[config.mk]
export PLATFORM = sky130hd
export DESIGN_NAME = corelet_ctrl
export DESIGN_NICKNAME = d
export VERILOG_FILES = /design/src/rtl/corelet_pkg.sv /design/src/rtl/corelet_ctrl_phase_counter.sv /design/src/rtl/corelet_ctrl.sv
export SDC_FILE = /design/constraint.sdc
export NUM_CORES = 1
export LEC_CHECK = 0
export ABC_AREA = 1
export ABC_CLOCK_PERIOD_IN_PS = 1600
export BUFFER_PORTS_ARGS = -buffer_cell sky130_fd_sc_hd__buf_2
export CORE_MARGIN = 3
export CORE_UTILIZATION = 40
export CTS_BUF_LIST = sky130_fd_sc_hd__clkbuf_16
export CTS_CLUSTER_SIZE = 8
export DETAILED_ROUTE_END_ITERATION = 12
export GPL_ROUTABILITY_DRIVEN = 0
export PLACE_DENSITY = 0.69
export SYNTH_ARGS = -nofsm -noshare
export SYNTH_HDL_FRONTEND = slang
export SYNTH_SLANG_ARGS = --single-unit
[constraint.sdc]
create_clock -name clk -period 1.6 [get_ports clk]
set_input_delay 0.08 -clock clk [delete_from_list [all_inputs] [get_ports clk]]
set_output_delay 0.08 -clock clk [all_outputs]
set_load 0.02 [all_outputs]
[src/rtl/corelet_pkg.sv]
// Shared encodings for the corelet controller: FSM states, instruction bit
// positions, inst_w codes and mode encoding.
package corelet_pkg;

    localparam int unsigned INST_W = 8;
    localparam int unsigned ADDR_W = 10;

    // Bit positions inside the corelet instruction word
    localparam int unsigned INST_ACC      = 7;
    localparam int unsigned INST_OFIFO_RD = 6;
    localparam int unsigned INST_IFIFO_WR = 5;
    localparam int unsigned INST_IFIFO_RD = 4;
    localparam int unsigned INST_L0_RD    = 3;
    localparam int unsigned INST_L0_WR    = 2;

    // inst_w field codes, inst[1:0]
    localparam logic [1:0] INSTW_IDLE  = 2'b00;
    localparam logic [1:0] INSTW_KLOAD = 2'b01;
    localparam logic [1:0] INSTW_EXEC  = 2'b10;

    localparam logic MODE_WS = 1'b0;
    localparam logic MODE_OS = 1'b1;

    typedef enum logic [2:0] {
        ST_IDLE  = 3'd0,
        ST_KLOAD = 3'd1,
        ST_KEXEC = 3'd2,
        ST_XLOAD = 3'd3,
        ST_XEXEC = 3'd4,
        ST_DRAIN = 3'd5,
        ST_DONE  = 3'd6
    } state_t;

    function automatic int unsigned max3(input int unsigned a,
                                         input int unsigned b,
                                         input int unsigned c);
        int unsigned m;
        m = (a > b) ? a : b;
        return (m > c) ? m : c;
    endfunction

endpackage

[src/rtl/corelet_ctrl_phase_counter.sv]
// phase_counter: loadable down-counter used to time every controller phase.
module phase_counter #(
    parameter int unsigned CNT_W = 6
) (
    input  logic             clk,
    input  logic             rst_n,
    input  logic             i_load,
    input  logic [CNT_W-1:0] i_load_val,
    input  logic             i_dec,
    output logic [CNT_W-1:0] o_count,
    output logic             o_zero_c
);

    logic [CNT_W-1:0] r_count;

    // Load has priority over decrement; the count saturates at zero
    always_ff @(posedge clk or negedge rst_n) begin
        if (!rst_n) begin
            r_count <= '0;
        end else if (i_load) begin
            r_count <= i_load_val;
        end else if (i_dec && (r_count != '0)) begin
            r_count <= r_count - CNT_W'(1);
        end
    end

    assign o_count  = r_count;
    assign o_zero_c = (r_count == '0);

endmodule

[src/rtl/corelet_ctrl.sv]
// corelet_ctrl: sequences one WS or OS tile through the corelet by issuing
// instruction words, one cycle behind the FSM state.
// Optional build macro: CORELET_CTRL_ACC_EN selects the SFP accumulate path
// (inst[7]) during every WS drain cycle; when undefined inst[7] stays 0.
module corelet_ctrl
    import corelet_pkg::*;
#(
    parameter int unsigned row     = 8,
    parameter int unsigned col     = 8,
    parameter int unsigned len_nij = 36
) (
    input  logic              clk,
    input  logic              reset,
    input  logic              start,
    input  logic              mode,
    input  logic              ofifo_valid,
    output logic [INST_W-1:0] inst,
    output logic              mode_out,
    output logic [ADDR_W-1:0] act_addr,
    output logic              busy,
    output logic              done
);

    localparam int unsigned CNT_W = $clog2(max3(row, col, len_nij) + 1);
    localparam logic [CNT_W-1:0] W_ROW = CNT_W'(row);
    localparam logic [CNT_W-1:0] W_COL = CNT_W'(col);
    localparam logic [CNT_W-1:0] W_LEN = CNT_W'(len_nij);
    localparam logic [ADDR_W-1:0] ADDR_MAX = ADDR_W'(1023);

    state_t            r_state;
    logic [INST_W-1:0] r_inst;
    logic              r_mode_out;
    logic [ADDR_W-1:0] r_act_addr;
    logic              r_busy;
    logic              r_done;

    logic             w_cnt_load;
    logic [CNT_W-1:0] w_cnt_val;
    logic             w_cnt_dec;
    logic [CNT_W-1:0] w_cnt;
    logic             w_cnt_zero;
    logic             w_last;
    logic             w_accept;

    phase_counter #(
        .CNT_W (CNT_W)
    ) u_phase_counter (
        .clk        (clk),
        .rst_n      (reset),
        .i_load     (w_cnt_load),
        .i_load_val (w_cnt_val),
        .i_dec      (w_cnt_dec),
        .o_count    (w_cnt),
        .o_zero_c   (w_cnt_zero)
    );

    // A zero count also ends a phase so a degenerate length can never hang
    assign w_last   = (w_cnt == CNT_W'(1)) || w_cnt_zero;
    // A start arriving while done is shown is dropped
    assign w_accept = start && !r_done;

    // Phase counter control: load the next phase length on each transition
    always_comb begin
        w_cnt_load = 1'b0;
        w_cnt_val  = '0;
        w_cnt_dec  = 1'b0;
        case (r_state)
            ST_IDLE: begin
                if (w_accept) begin
                    w_cnt_load = 1'b1;
                    w_cnt_val  = (mode == MODE_OS) ? W_LEN : W_ROW;
                end
            end
            ST_KLOAD: begin
                if (w_last) begin
                    w_cnt_load = 1'b1;
                    w_cnt_val  = W_ROW;
                end else begin
                    w_cnt_dec = 1'b1;
                end
            end
            ST_KEXEC, ST_XLOAD: begin
                if (w_last) begin
                    w_cnt_load = 1'b1;
                    w_cnt_val  = W_LEN;
                end else begin
                    w_cnt_dec = 1'b1;
                end
            end
            ST_XEXEC: begin
                if (w_last) begin
                    w_cnt_load = 1'b1;
                    w_cnt_val  = (r_mode_out == MODE_WS) ? W_LEN : W_COL;
                end else begin
                    w_cnt_dec = 1'b1;
                end
            end
            ST_DRAIN: begin
                if (ofifo_valid) begin
                    if (w_last) begin
                        w_cnt_load = 1'b1;
                        w_cnt_val  = '0;
                    end else begin
                        w_cnt_dec = 1'b1;
                    end
                end
            end
            default: begin
            end
        endcase
    end

    // Controller FSM; every output is registered from the current state
    always_ff @(posedge clk or negedge reset) begin
        if (!reset) begin
            r_state    <= ST_IDLE;
            r_inst     <= '0;
            r_mode_out <= MODE_WS;
            r_act_addr <= '0;
            r_busy     <= 1'b0;
            r_done     <= 1'b0;
        end else begin
            r_inst      <= '0;
            r_inst[1:0] <= INSTW_IDLE;
            r_done      <= 1'b0;
            r_busy      <= (r_state != ST_IDLE);
            if (r_inst[INST_L0_WR]) begin
                r_act_addr <= (r_act_addr == ADDR_MAX) ? '0 : r_act_addr + ADDR_W'(1);
            end
            case (r_state)
                ST_IDLE: begin
                    if (w_accept) begin
                        r_mode_out <= mode;
                        r_act_addr <= '0;
                        r_state    <= (mode == MODE_OS) ? ST_XLOAD : ST_KLOAD;
                    end
                end
                ST_KLOAD: begin
                    r_inst[INST_L0_WR] <= 1'b1;
                    if (w_last) r_state <= ST_KEXEC;
                end
                ST_KEXEC: begin
                    r_inst[INST_L0_RD] <= 1'b1;
                    r_inst[1:0]        <= INSTW_KLOAD;
                    if (w_last) r_state <= ST_XLOAD;
                end
                ST_XLOAD: begin
                    r_inst[INST_L0_WR]    <= 1'b1;
                    r_inst[INST_IFIFO_WR] <= (r_mode_out == MODE_OS);
                    if (w_last) r_state <= ST_XEXEC;
                end
                ST_XEXEC: begin
                    r_inst[INST_L0_RD]    <= 1'b1;
                    r_inst[INST_IFIFO_RD] <= (r_mode_out == MODE_OS);
                    r_inst[1:0]           <= INSTW_EXEC;
                    if (w_last) r_state <= ST_DRAIN;
                end
                ST_DRAIN: begin
                    r_inst[INST_OFIFO_RD] <= ofifo_valid;
`ifdef CORELET_CTRL_ACC_EN
                    r_inst[INST_ACC] <= (r_mode_out == MODE_WS);
`else
                    r_inst[INST_ACC] <= 1'b0;
`endif
                    if (ofifo_valid && w_last) r_state <= ST_DONE;
                end
                ST_DONE: begin
                    r_done  <= 1'b1;
                    r_state <= ST_IDLE;
                end
                default: begin
                    r_state <= ST_IDLE;
                end
            endcase
        end
    end

    assign inst     = r_inst;
    assign mode_out = r_mode_out;
    assign act_addr = r_act_addr;
    assign busy     = r_busy;
    assign done     = r_done;

endmodule

# Yosys cells after proc, flatten, opt, wreduce, memory -nomap -nowiden
# Index checks and enable logic that the tools add are counted.
dict set report word_totals {
  ff_bits 30
  inputBits 5
  out_inout_bits 21
  wordCells 74
}
dict set report classes {
  add_sub_neg 2
  eq_ne 14
  n_mux 35
  reduce_logical 16
}
# operator n
set ops {}
lappend ops {{$mux 6} 7}
lappend ops {{$mux 10} 4}
lappend ops {{$pmux 6 s4} 1}
lappend ops {{$mux 3} 6}
lappend ops {{$pmux 3 s6} 1}
lappend ops {{$ne 2x2->1 const B} 6}
lappend ops {{$mux 1} 11}
lappend ops {{$add 10x1->10 const B} 1}
lappend ops {{$eq 10x10->1 const B} 1}
lappend ops {{$eq 3x3->1 const B} 3}
lappend ops {{$eq 3x2->1 const B} 2}
lappend ops {{$eq 6x1->1 const B} 1}
lappend ops {{$logic_not 6->1} 1}
lappend ops {{$reduce_and 6->1} 1}
lappend ops {{$reduce_bool 6->1} 1}
lappend ops {{$reduce_or 2->1} 3}
lappend ops {{$sub 6x1->6 const B} 1}
lappend ops {{$mux 4} 1}
lappend ops {{$pmux 2 s2} 1}
lappend ops {{$reduce_or 4->1} 1}
lappend ops {{$eq 3x1->1 const B} 1}
lappend ops {{$logic_and 1x1->1} 3}
lappend ops {{$logic_not 3->1} 1}
lappend ops {{$pmux 1 s3} 1}
lappend ops {{other kinds (7)} 7}

# Depth between registers and ports, before layout
# Gate-level depths: netlist of run 1.
dict set report logic_depth {
  word_depth 8
  ltp_mapped 10
  depth_no_buf 10
}

# Modules after synthesis
# From an unflattened synthesis of run 1, not the netlist that was laid out.
dict set report unflattened {
  hier_cells 204
  area_unflattened_um2 1614.0
}
# mod n_inst cells_per_inst area_per_inst_um2 seq_area_each_um2
set modules_own_cells {}
lappend modules_own_cells {corelet_ctrl 1 149 1188.6 575.6}
lappend modules_own_cells {phase_counter 1 55 425.4 150.1}

# Worst setup path after synthesis of run 1
# Ideal clock, no wire load.
dict set report synth_path {
  path_kind {register to register}
  startpoint {register r_act_addr[1] (netlist: act_addr[1])}
  endpoint {register r_act_addr[5] (netlist: act_addr[5])}
  setup_ns 0.135
  arrival_time_ns 1.399
  t_required_ns 1.465
  setup_slack_ns 0.066
  stages_incl_launch_ff 9
  path_buffers 0
  period_less_slack_ns 1.534
  cell_sequence {dfrtp_1 > ha_1 > nand3_1 > nor2_2 > nand2_1 > o21ai_2 > inv_1 > nand2_1 > a21oi_1}
}
dict set report synth_via {
  elab_chain_len 5
  elab_cells_between_ends 6
  classes_between {add/sub (1); eq/ne (1); mux (4)}
}
# item line
set synth_lines {}
lappend synth_lines {{start: declaration} corelet_ctrl.sv:33} ;# logic [ADDR_W-1:0] r_act_addr;
lappend synth_lines {{start signal: assignment} corelet_ctrl.sv:128} ;# r_act_addr <= (r_act_addr == ADDR_MAX) ? '0 : r_act_addr + ADDR_W'(1);
lappend synth_lines {{$add 10x1->10 / $eq 10x10->1 (equally long branches)} corelet_ctrl.sv:128}
lappend synth_lines {{$mux 10 *} corelet_ctrl.sv:128}
lappend synth_lines {{$mux 10 *} corelet_ctrl.sv:127} ;# if (r_inst[INST_L0_WR]) begin
lappend synth_lines {{$mux 10} corelet_ctrl.sv:132} ;# if (w_accept) begin
lappend synth_lines {{$mux 10 *} corelet_ctrl.sv:130} ;# case (r_state)
# Every way passes the cells marked *; elsewhere a longest branch is shown, timed or not.
# A chain may end at the register's enable or synchronous reset.

# Worst setup path after layout of run 1
dict set report layout_path {
  startpoint {register r_act_addr[1] (netlist: act_addr[1])}
  endpoint {register r_act_addr[8] (netlist: act_addr[8])}
}
# The elaborated chain is that of the path after synthesis.

==> flow_summary.ini, run 1 <==
[sta]
finalSetupViolCount = 0
rsz0062_at_grt = false
post-route-period-util_pct = 92.1
tns_ns = 0
max-slew-margin-rel_pct = 57.6
finClkSkew_ns = 0.00531
worst_pin_slew_ns = 0.636
period_needed_ns = 1.47
fmax_mhz = 679
finalHoldViolations = 0
slew_viol_final = 0

[placement]
numPortBuffers = 24
placedCellCount = 261
dp_hpwl_microns = 2260

[power]
intPower_mw = 2.26
totalPowerFinal_mw = 4.05
cellPowerDensity_nw_per_um2 = 2130
p_leak_nw = 1.01
seq_power_share_pct = 30.2
p_sw_share_pct = 44.4
switchingPower_mw = 1.80
peakVddDrop_mv = 1.04
p_clk_share_pct = 22.0
combPwrFrac_pct = 47.8

[route]
vias_per_cell = 4.80
via_count = 1296
dr.pass1.iters = 4
drc = 0
wl_per_cell_microns = 11.2
drt_first_iter_violations = 63
drt_wl_total_microns = 3040
drtAntennaViolNets = 0

[cells_and_area]
drive_gt1_share_pct = 26.1
nets = 229
final_util_pct = 51.2
area_growth_syn_to_layout_pct = 21.4
instances_no_fill = 270
n_antenna_cell = 0

[clocking]
clock_sinks = 29
ctsResizeCount = 0
cts_tree = yes
clk_latency_ns = 0.28
cts_buffer_depth = 2
numCtsBuffers = 5
post_cts_buffers = 0
cts_max_level = 2
clockRootBuffer = clkbuf_16
path_clk_slew_ns = 0.05

[yosys]
synth-seq-area-share_pct = 46.3
netlist_area_sq_um = 1570
synth.ff_latch_count = 29
synth_top_area_share_pct = 46.3
synth_cell_type_count = 34
yosysWarnings = 0
synth_nets = 197
syn_area_per_cell_sq_um = 8.29
syn-instance-count = 189
synth_area_leaders = dfrtp_1 (46%), nand2_1 (11%), inv_1 (5.3%)
synth.largest_area_cell = dfrtp_1

[worst_setup_path]
cp_data_arrival_time_ns = 1.67
critPathCaptureType = register
reg2reg_slack_ns = 0.13
critPathKind = register to register
cp-start-kind = register
crit_path_max_fanout = 5
cp.required_ns = 1.80

[global_route]
grt_pass1_wl_microns = 5140
overflow = 0
grt_usage_pct = 15.2
grt_max_degree = 30
grt_pass1_vias = 1221
antenna_found_initial = 0

[status]
status = finished clean

[floorplanning]
fp.dieArea_sq_um = 4700
rows = 22
ios = 26
core_sq_um = 3720
initial_utilization_pct = 42.2
die_h_microns = 68.6
dieWidth_microns = 68.6

[job]
max-cap-violations = 0

[hold_path]
holdCritPathClass = primary input to register
==> registers in the layout (all words and copies together) (netlist names) <==
signal and cells:
done 1, busy 1, r_state 3, act_addr 10, u_phase_counter.o_count 6, mode_out 1
inst 7
==> power groups by stage <==
stage | Clock [mW] | Combinational (mW) | Sequential (mW)
after floorplan | 0 | 1.40 | 1.32
after global placement | 0 | 1.93 | 1.23
after detailed placement | 0 | 1.95 | 1.23
after CTS | 0.920 | 1.95 | 1.23
after global routing | 0.959 | 2.21 | 1.26
final | 0.893 | 1.94 | 1.22
==> layout by cell type, fill, tap and decap left out, drive strengths merged, types with 5 or more instances in the layout <==
| cell type | count |
|---|---|
| nor2 | 24 |
| nand2 | 50 |
| buf | 28 |
| nand4 | 5 |
| nand3 | 12 |
| dfrtp | 29 |
| inv | 26 |
| o21ai | 9 |
| nor3 | 5 |
| a21oi | 9 |
| clkbuf | 5 |
==> area by class of cell <==
cell class,count,area (sq um)
timing repair buffer,29,160
clock buffer,5,125
clock inverter,3,17.5
fill,364,1810
multi-input combinational,130,716
sequential,29,726
inverter,26,97.6
tap,48,60.1
==> logic make-up (layout without fill, tap and decap cells) <==
kind of cell,Yosys count,after routing,synth area share (%)
other,1,1,0.239
DFF,29,29,46.3
buffers and inverters,30,63,7.99
adders and majority gates,3,3,2.40
xor gates and xnor gates,3,3,1.68
AOI/OAI and AO/OA,23,23,8.47
and+or+nand+nor,100,100,32.9
==> worst paths after layout <==
check                                      start                                endpoint  cells after the start
setup / recovery           act_addr[1]$_DFF_PN0_                   act_addr[8]$_DFF_PN0_                      6
hold / removal                       ofifo_valid                       inst[6]$_DFF_PN0_                      3
setup reg to reg           act_addr[1]$_DFF_PN0_                   act_addr[8]$_DFF_PN0_                      6
hold reg to reg            act_addr[5]$_DFF_PN0_                   act_addr[5]$_DFF_PN0_                      1
max in group asynchronous                  reset  u_phase_counter.o_count[1]$_DFFE_PN0P_                      2
min in group asynchronous                  reset                   act_addr[4]$_DFF_PN0_                      2
==> critical path, stage by stage (launching register included) <==
cell	delay, ns
dfrtp_1	0.42
ha_1	0.20
nand3_1	0.10
nor2_2	0.16
nand4_1	0.12
or2_2	0.29
a21oi_1	0.12
==> metal layers <==
| layer | part of all wire [%] | track usage, % |
|---|---|---|
| met1 | 46 | 17.7 |
| met2 | 47 | 24.8 |
| met3 | 4.8 | 4.38 |
| met4 | 2.5 | 8.93 |
| met5 | 0 | 0 |
==> Yosys cell counts <==
master / count
nand2_4: 3
dfrtp_1: 29
xnor2_1: 1
o21ai_2: 1
nand3b_1: 1
nand2_1: 45
or2_2: 1
a21oi_1: 8
inv_2: 4
buf_2: 1
nand4_1: 4
nor2_1: 18
o21ai_0: 4
buf_4: 3
and3_1: 1
a31oi_1: 2
a211oi_1: 1
nand4_4: 1
nor3_1: 4
nand2_2: 2
or2_0: 1
a21oi_2: 1
o21ai_1: 4
nor2_2: 3
xor2_1: 2
conb_1: 1
o21bai_1: 2
nor3_2: 1
nand3_4: 1
nor2_4: 3
nand3_2: 1
nand3_1: 10
inv_1: 22
ha_1: 3
==> metrics by stage <==
stage          area, sq um  hold WS, ns  setup slack, ns
2_1_floorplan         1570       -0.216           0.0659
3_3_place_gp          1750        0.137            0.144
3_5_place_dp          1750        0.144            0.120
4_1_cts               1900       0.0899            0.116
5_1_grt               1900        0.103         0.000718
6_report              1900       0.0939            0.127
==> timing repair <==
item                       4_1_cts  5_1_grt
hold buffers                     1        0
setup endpoints to repair        0        1
hold endpoints to repair        29        0
No activity file was read; power rests on OpenSTA's default activity.
==> run 2: changes to the inputs <==
CELL_PAD_IN_SITES_DETAIL_PLACEMENT = 1   (was default)
CELL_PAD_IN_SITES_GLOBAL_PLACEMENT = 2   (was default)
CORE_UTILIZATION = 32   (was 40)
PLACE_DENSITY = 0.86   (was 0.69)
==> run 2 against run 1 <==
Sequential power about the same. Via count up 1.8%. Utilization down 7.8 points. Worst setup slack worse by 0.032 ns. Critical path depth up 1. Clock skew up 0.00082 ns. Critical path type unchanged. Critical endpoint is now act_addr[3]$_DFF_PN0_. Highest routed layer unchanged.
==> flow_summary.ini, run 2 (synthesized netlist as in run 1, its figures left out) <==
[status]
status = finished clean

[power]
peakVddDrop_mv = 0.868
p_leak_nw = 1.03
switchingPower_mw = 1.88
p_sw_share_pct = 44.7
cellPowerDensity_nw_per_um2 = 2140
p_clk_share_pct = 20.7
combPwrFrac_pct = 51.1
seq_power_share_pct = 28.3
intPower_mw = 2.33

[worst_setup_path]
crit_slowest_cell = dfrtp_1
crit_path_max_fanout = 4
cp_data_arrival_time_ns = 1.65
critPathCaptureType = register
cp_cell_sequence = ha_1, nand3_1, nor2_4, nand2_1, o21ai_4, buf_4, nor3_1
slowest_delay_ns = 0.38
critPathKind = register to register
cp.required_ns = 1.75
cp-start-kind = register

[sta]
slew_viol_final = 0
period_needed_ns = 1.51
post-route-period-util_pct = 94.1
finClkSkew_ns = 0.00613
fmax_mhz = 664
worst_pin_slew_ns = 0.673
fin_ws_ns = 0.0941
finalSetupViolCount = 0
max-slew-margin-rel_pct = 55.1
finalHoldViolations = 0
rsz0062_at_grt = true

[global_route]
grt_pass1_wl_microns = 6470
overflow = 0
grt_max_degree = 30
antenna_found_initial = 0
grt_pass1_vias = 1367
grt_usage_pct = 13.7

[floorplanning]
die_h_microns = 76.0
ios = 26
core_sq_um = 4530
dieWidth_microns = 76.0
rows = 24
initial_utilization_pct = 34.5
fp.dieArea_sq_um = 5770

[cells_and_area]
n_antenna_cell = 0
drive_gt1_share_pct = 27.9
largest_reg_flops = 10
instances_no_fill = 291
final_common_cell = nand2_1
multi_input_area_sq_um = 733
area_growth_syn_to_layout_pct = 25.6
nets = 233
final_cell_mix = nand2_1 (45), dfrtp_1 (28), buf_2 (24)
n_fill_cell = 565
regArea_sq_um = 727
design_area_sq_um = 1970

[route]
dr.pass1.iters = 5
drc = 0
vias_per_cell = 4.53
via_count = 1319
drtAntennaViolNets = 0
wl_per_cell_microns = 12.8
drt_wl_total_microns = 3730
drt_first_iter_violations = 29

[clocking]
cts_buffer_depth = 2
cts_tree = yes
cts_max_level = 2
clock_sinks = 29
clk_latency_ns = 0.27
path_clk_slew_ns = 0.05
numCtsBuffers = 5
clockRootBuffer = clkbuf_16

[placement]
placedCellCount = 281
detailedPlace.worstSlack_ns = 0.0189
numPortBuffers = 24
post_dp_cell_area_sq_um = 1790
dp_hpwl_microns = 2780

[job]
max-cap-violations = 0

[hold_path]
holdCritPathClass = primary input to register
## run 2: final cells by class
cell class,instances,area share (%)
clock buffer,5,6.36
clock inverter,3,0.636
inverter,26,4.96
multi-input combinational,130,37.3
sequential,29,37.0
tap,65,4.13
timing repair buffer,33,9.67
## run 2: power groups by stage
stage / sequential, mW / combinational [mW] / clock [mW]
after floorplan: 1.32 / 1.40 / 0
after global placement: 1.19 / 2.09 / 0
after detailed placement: 1.19 / 2.13 / 0
after CTS: 1.18 / 2.14 / 0.903
after global routing: 1.23 / 2.45 / 0.935
final: 1.19 / 2.15 / 0.869
## run 2: final timing paths
path / from / to / slack (ns) / cells after the start
min in group asynchronous: reset / act_addr[2]$_DFF_PN0_ / 0.40 / 2
min: ofifo_valid / inst[6]$_DFF_PN0_ / 0.10 / 3
min reg2reg: act_addr[6]$_DFF_PN0_ / act_addr[6]$_DFF_PN0_ / 0.52 / 2
max: act_addr[0]$_DFF_PN0_ / act_addr[3]$_DFF_PN0_ / 0.09 / 7
max reg2reg: act_addr[0]$_DFF_PN0_ / act_addr[3]$_DFF_PN0_ / 0.09 / 7
max in group asynchronous: reset / u_phase_counter.o_count[3]$_DFFE_PN0P_ / 0.73 / 2
## run 2: per-stage QoR
| stage | util [%] | hold WS, ns | setup TNS [ns] | power, mW |
|---|---|---|---|---|
| finish | 43.4 | 0.102 | 0 | 4.20 |
| floorplan | - | -0.216 | 0 | 2.72 |
| global route | 43.4 | 0.129 | -0.214 | 4.61 |
| detailed placement | 39.5 | 0.161 | 0 | 3.32 |
| CTS | 42.8 | 0.102 | 0 | 4.22 |
| global placement | 39.5 | 0.151 | 0 | 3.28 |
## run 2: repair_timing
item                                    CTS  global route
hold buffers                              1             0
endpoints found under the hold margin    29             0
setup buffers                             0             1
gates resized for setup                   0             5
endpoints found under the setup margin    0            12
## run 2: critical path, delay by kind of cell (launching register included)
family	cells	cell delay, ns
buffers and inverters	1	0.16
AOI/OAI and AO/OA	1	0.20
DFF	1	0.38
and+or+nand+nor	4	0.45
adders and majority gates	1	0.20
## run 2: per-layer routing
layer	track usage, %	up-vias	wire length (microns)
met2	22.2	23	1780
met3	3.20	4	148
met5	0	-	0
met4	4.35	0	36
li1	-	674	-
met1	18.1	618	1770
==> run 3: changes to the inputs <==
CTS_BUF_LIST = sky130_fd_sc_hd__clkbuf_4 sky130_fd_sc_hd__clkbuf_8 sky130_fd_sc_hd__clkbuf_16   (was sky130_fd_sc_hd__clkbuf_16)
==> run 3 against run 2 <==
Register-to-register slack hardly changed. Worst hold slack worse by 0.016 ns. Clock-buffer cell count rose by 2. Critical path type unchanged.
==> flow_summary.ini, run 3 (synthesized netlist as in run 1, its figures left out) <==
[sta]
post-route-period-util_pct = 93.7
tns_ns = 0
max-slew-margin-rel_pct = 54.5
fmax_mhz = 667
period_needed_ns = 1.50
finClkSkew_ns = 0.00860
slew_viol_final = 0
finalHoldViolations = 0
finalSetupViolCount = 0
worst_pin_slew_ns = 0.683

[cells_and_area]
instances_no_fill = 294
drive_gt1_share_pct = 30.1
final_common_cell = nand2_1
final_util_pct = 43.1
nets = 236
n_fill_cell = 570
n_antenna_cell = 0
regArea_sq_um = 727
multi_input_area_sq_um = 736
area_growth_syn_to_layout_pct = 24.8
final_cell_mix = nand2_1 (45), dfrtp_1 (28), buf_2 (24)
largest_reg_flops = 10

[floorplanning]
core_sq_um = 4530
fp.dieArea_sq_um = 5770
die_h_microns = 76.0
initial_utilization_pct = 34.5
ios = 26
dieWidth_microns = 76.0
rows = 24

[global_route]
grt_max_degree = 30
overflow = 0
antenna_found_initial = 0
grt_pass1_wl_microns = 6420
grt_pass1_vias = 1363
grt_usage_pct = 13.7

[job]
max-cap-violations = 0

[power]
cellPowerDensity_nw_per_um2 = 2070
intPower_mw = 2.18
p_clk_share_pct = 16.8
totalPowerFinal_mw = 4.05
p_leak_nw = 1.03
seq_power_share_pct = 29.3
combPwrFrac_pct = 53.9
p_sw_share_pct = 46.1
switchingPower_mw = 1.87
peakVddDrop_mv = 1.01

[clocking]
path_clk_slew_ns = 0.07
clock_sinks = 29
cts_buffer_depth = 2
numCtsBuffers = 5
cts_max_level = 2
clockRootBuffer = clkbuf_8
clk_latency_ns = 0.28
cts_tree = yes

[placement]
numPortBuffers = 24
dp_hpwl_microns = 2780
placedCellCount = 281

[worst_setup_path]
reg2reg_slack_ns = 0.10
critPathKind = register to register
rr_endpoint = act_addr[3]$_DFF_PN0_
cp_data_arrival_time_ns = 1.66
regToRegStartpoint = act_addr[0]$_DFF_PN0_
critPathCaptureType = register
cp-start-kind = register
r2r_cells = 7
crit_path_max_fanout = 4
cp.required_ns = 1.76

[hold_path]
worstHoldEndpoint = inst[6]$_DFF_PN0_
holdCritPathClass = primary input to register
worstHoldStart = ofifo_valid
worstHoldPathCells = 3

[route]
drc = 0
dr.pass1.iters = 4
via_count = 1337
vias_per_cell = 4.55
wl_per_cell_microns = 12.7
drtAntennaViolNets = 0
drt_wl_total_microns = 3750
drt_first_iter_violations = 20

[status]
status = finished clean
==> run 3: cell types whose count changed in the layout (fill, tap and decap cells not counted), sizes merged <==
cell	previous run	this run
clkbuf	5	7
buf	32	35
clkinv	3	1
==> run 3: repair_timing <==
item / in CTS / in global routing
endpoints found under the setup margin: 0 / 12
buffers inserted: 0 / 4
hold buffers: 1 / 0
gates resized for setup: 0 / 6
endpoints found under the hold margin: 29 / 0
==> run 3: area by class of cell <==
cell class | instances | share of cell area (%)
tap | 65 | 4.16
sequential | 29 | 37.2
clock inverter | 1 | 0.256
timing repair buffer | 36 | 10.9
inverter | 26 | 4.99
clock buffer | 7 | 4.93
multi-input combinational | 130 | 37.6
==> run 3: how the worst max path moves through the flow <==
stage / from / end / depth (start not counted)
after floorplan: act_addr[1]$_DFF_PN0_ / act_addr[5]$_DFF_PN0_ / 8
after global placement: act_addr[0]$_DFF_PN0_ / act_addr[9]$_DFF_PN0_ / 8
after detailed placement: act_addr[0]$_DFF_PN0_ / act_addr[5]$_DFF_PN0_ / 8
after CTS: act_addr[0]$_DFF_PN0_ / act_addr[5]$_DFF_PN0_ / 8
after global routing: act_addr[0]$_DFF_PN0_ / act_addr[9]$_DFF_PN0_ / 8
final: act_addr[0]$_DFF_PN0_ / act_addr[3]$_DFF_PN0_ / 7
==> run 3: power by group through the flow <==
| stage | clock network (mW) | logic [mW] | registers, mW |
|---|---|---|---|
| floorplan | 0 | 1.40 | 1.32 |
| detailed placement | 0 | 2.13 | 1.19 |
| global route | 0.738 | 2.48 | 1.23 |
| global placement | 0 | 2.09 | 1.19 |
| CTS | 0.704 | 2.14 | 1.18 |
| finish | 0.683 | 2.18 | 1.19 |
==> run 3: layer usage <==
metal,global-route usage [%],vias to the layer above,part of all wire [%]
li1,-,678,-
met1,18.2,630,48
met2,21.1,23,47
met3,3.20,6,3.9
met4,6.34,0,1.6
met5,0,-,0
==> run 3: worst max-delay path: stages, from the launching register on <==
cell and delay [ns]:
dfrtp_1 0.39, ha_1 0.20, nand3_1 0.13, nor2_4 0.14
nand2_1 0.11, o21ai_4 0.20, buf_4 0.16, nor3_1 0.04
==> run 3: per-stage QoR <==
stage	hold slack, ns	instance area, sq um	worst slack (ns)
after CTS	0.0841	1900	0.00481
after global placement	0.151	1790	0.0986
after global routing	0.104	1960	-0.0165
after floorplan	-0.216	1570	0.0659
final	0.0862	1960	0.101
after detailed placement	0.161	1790	0.0189
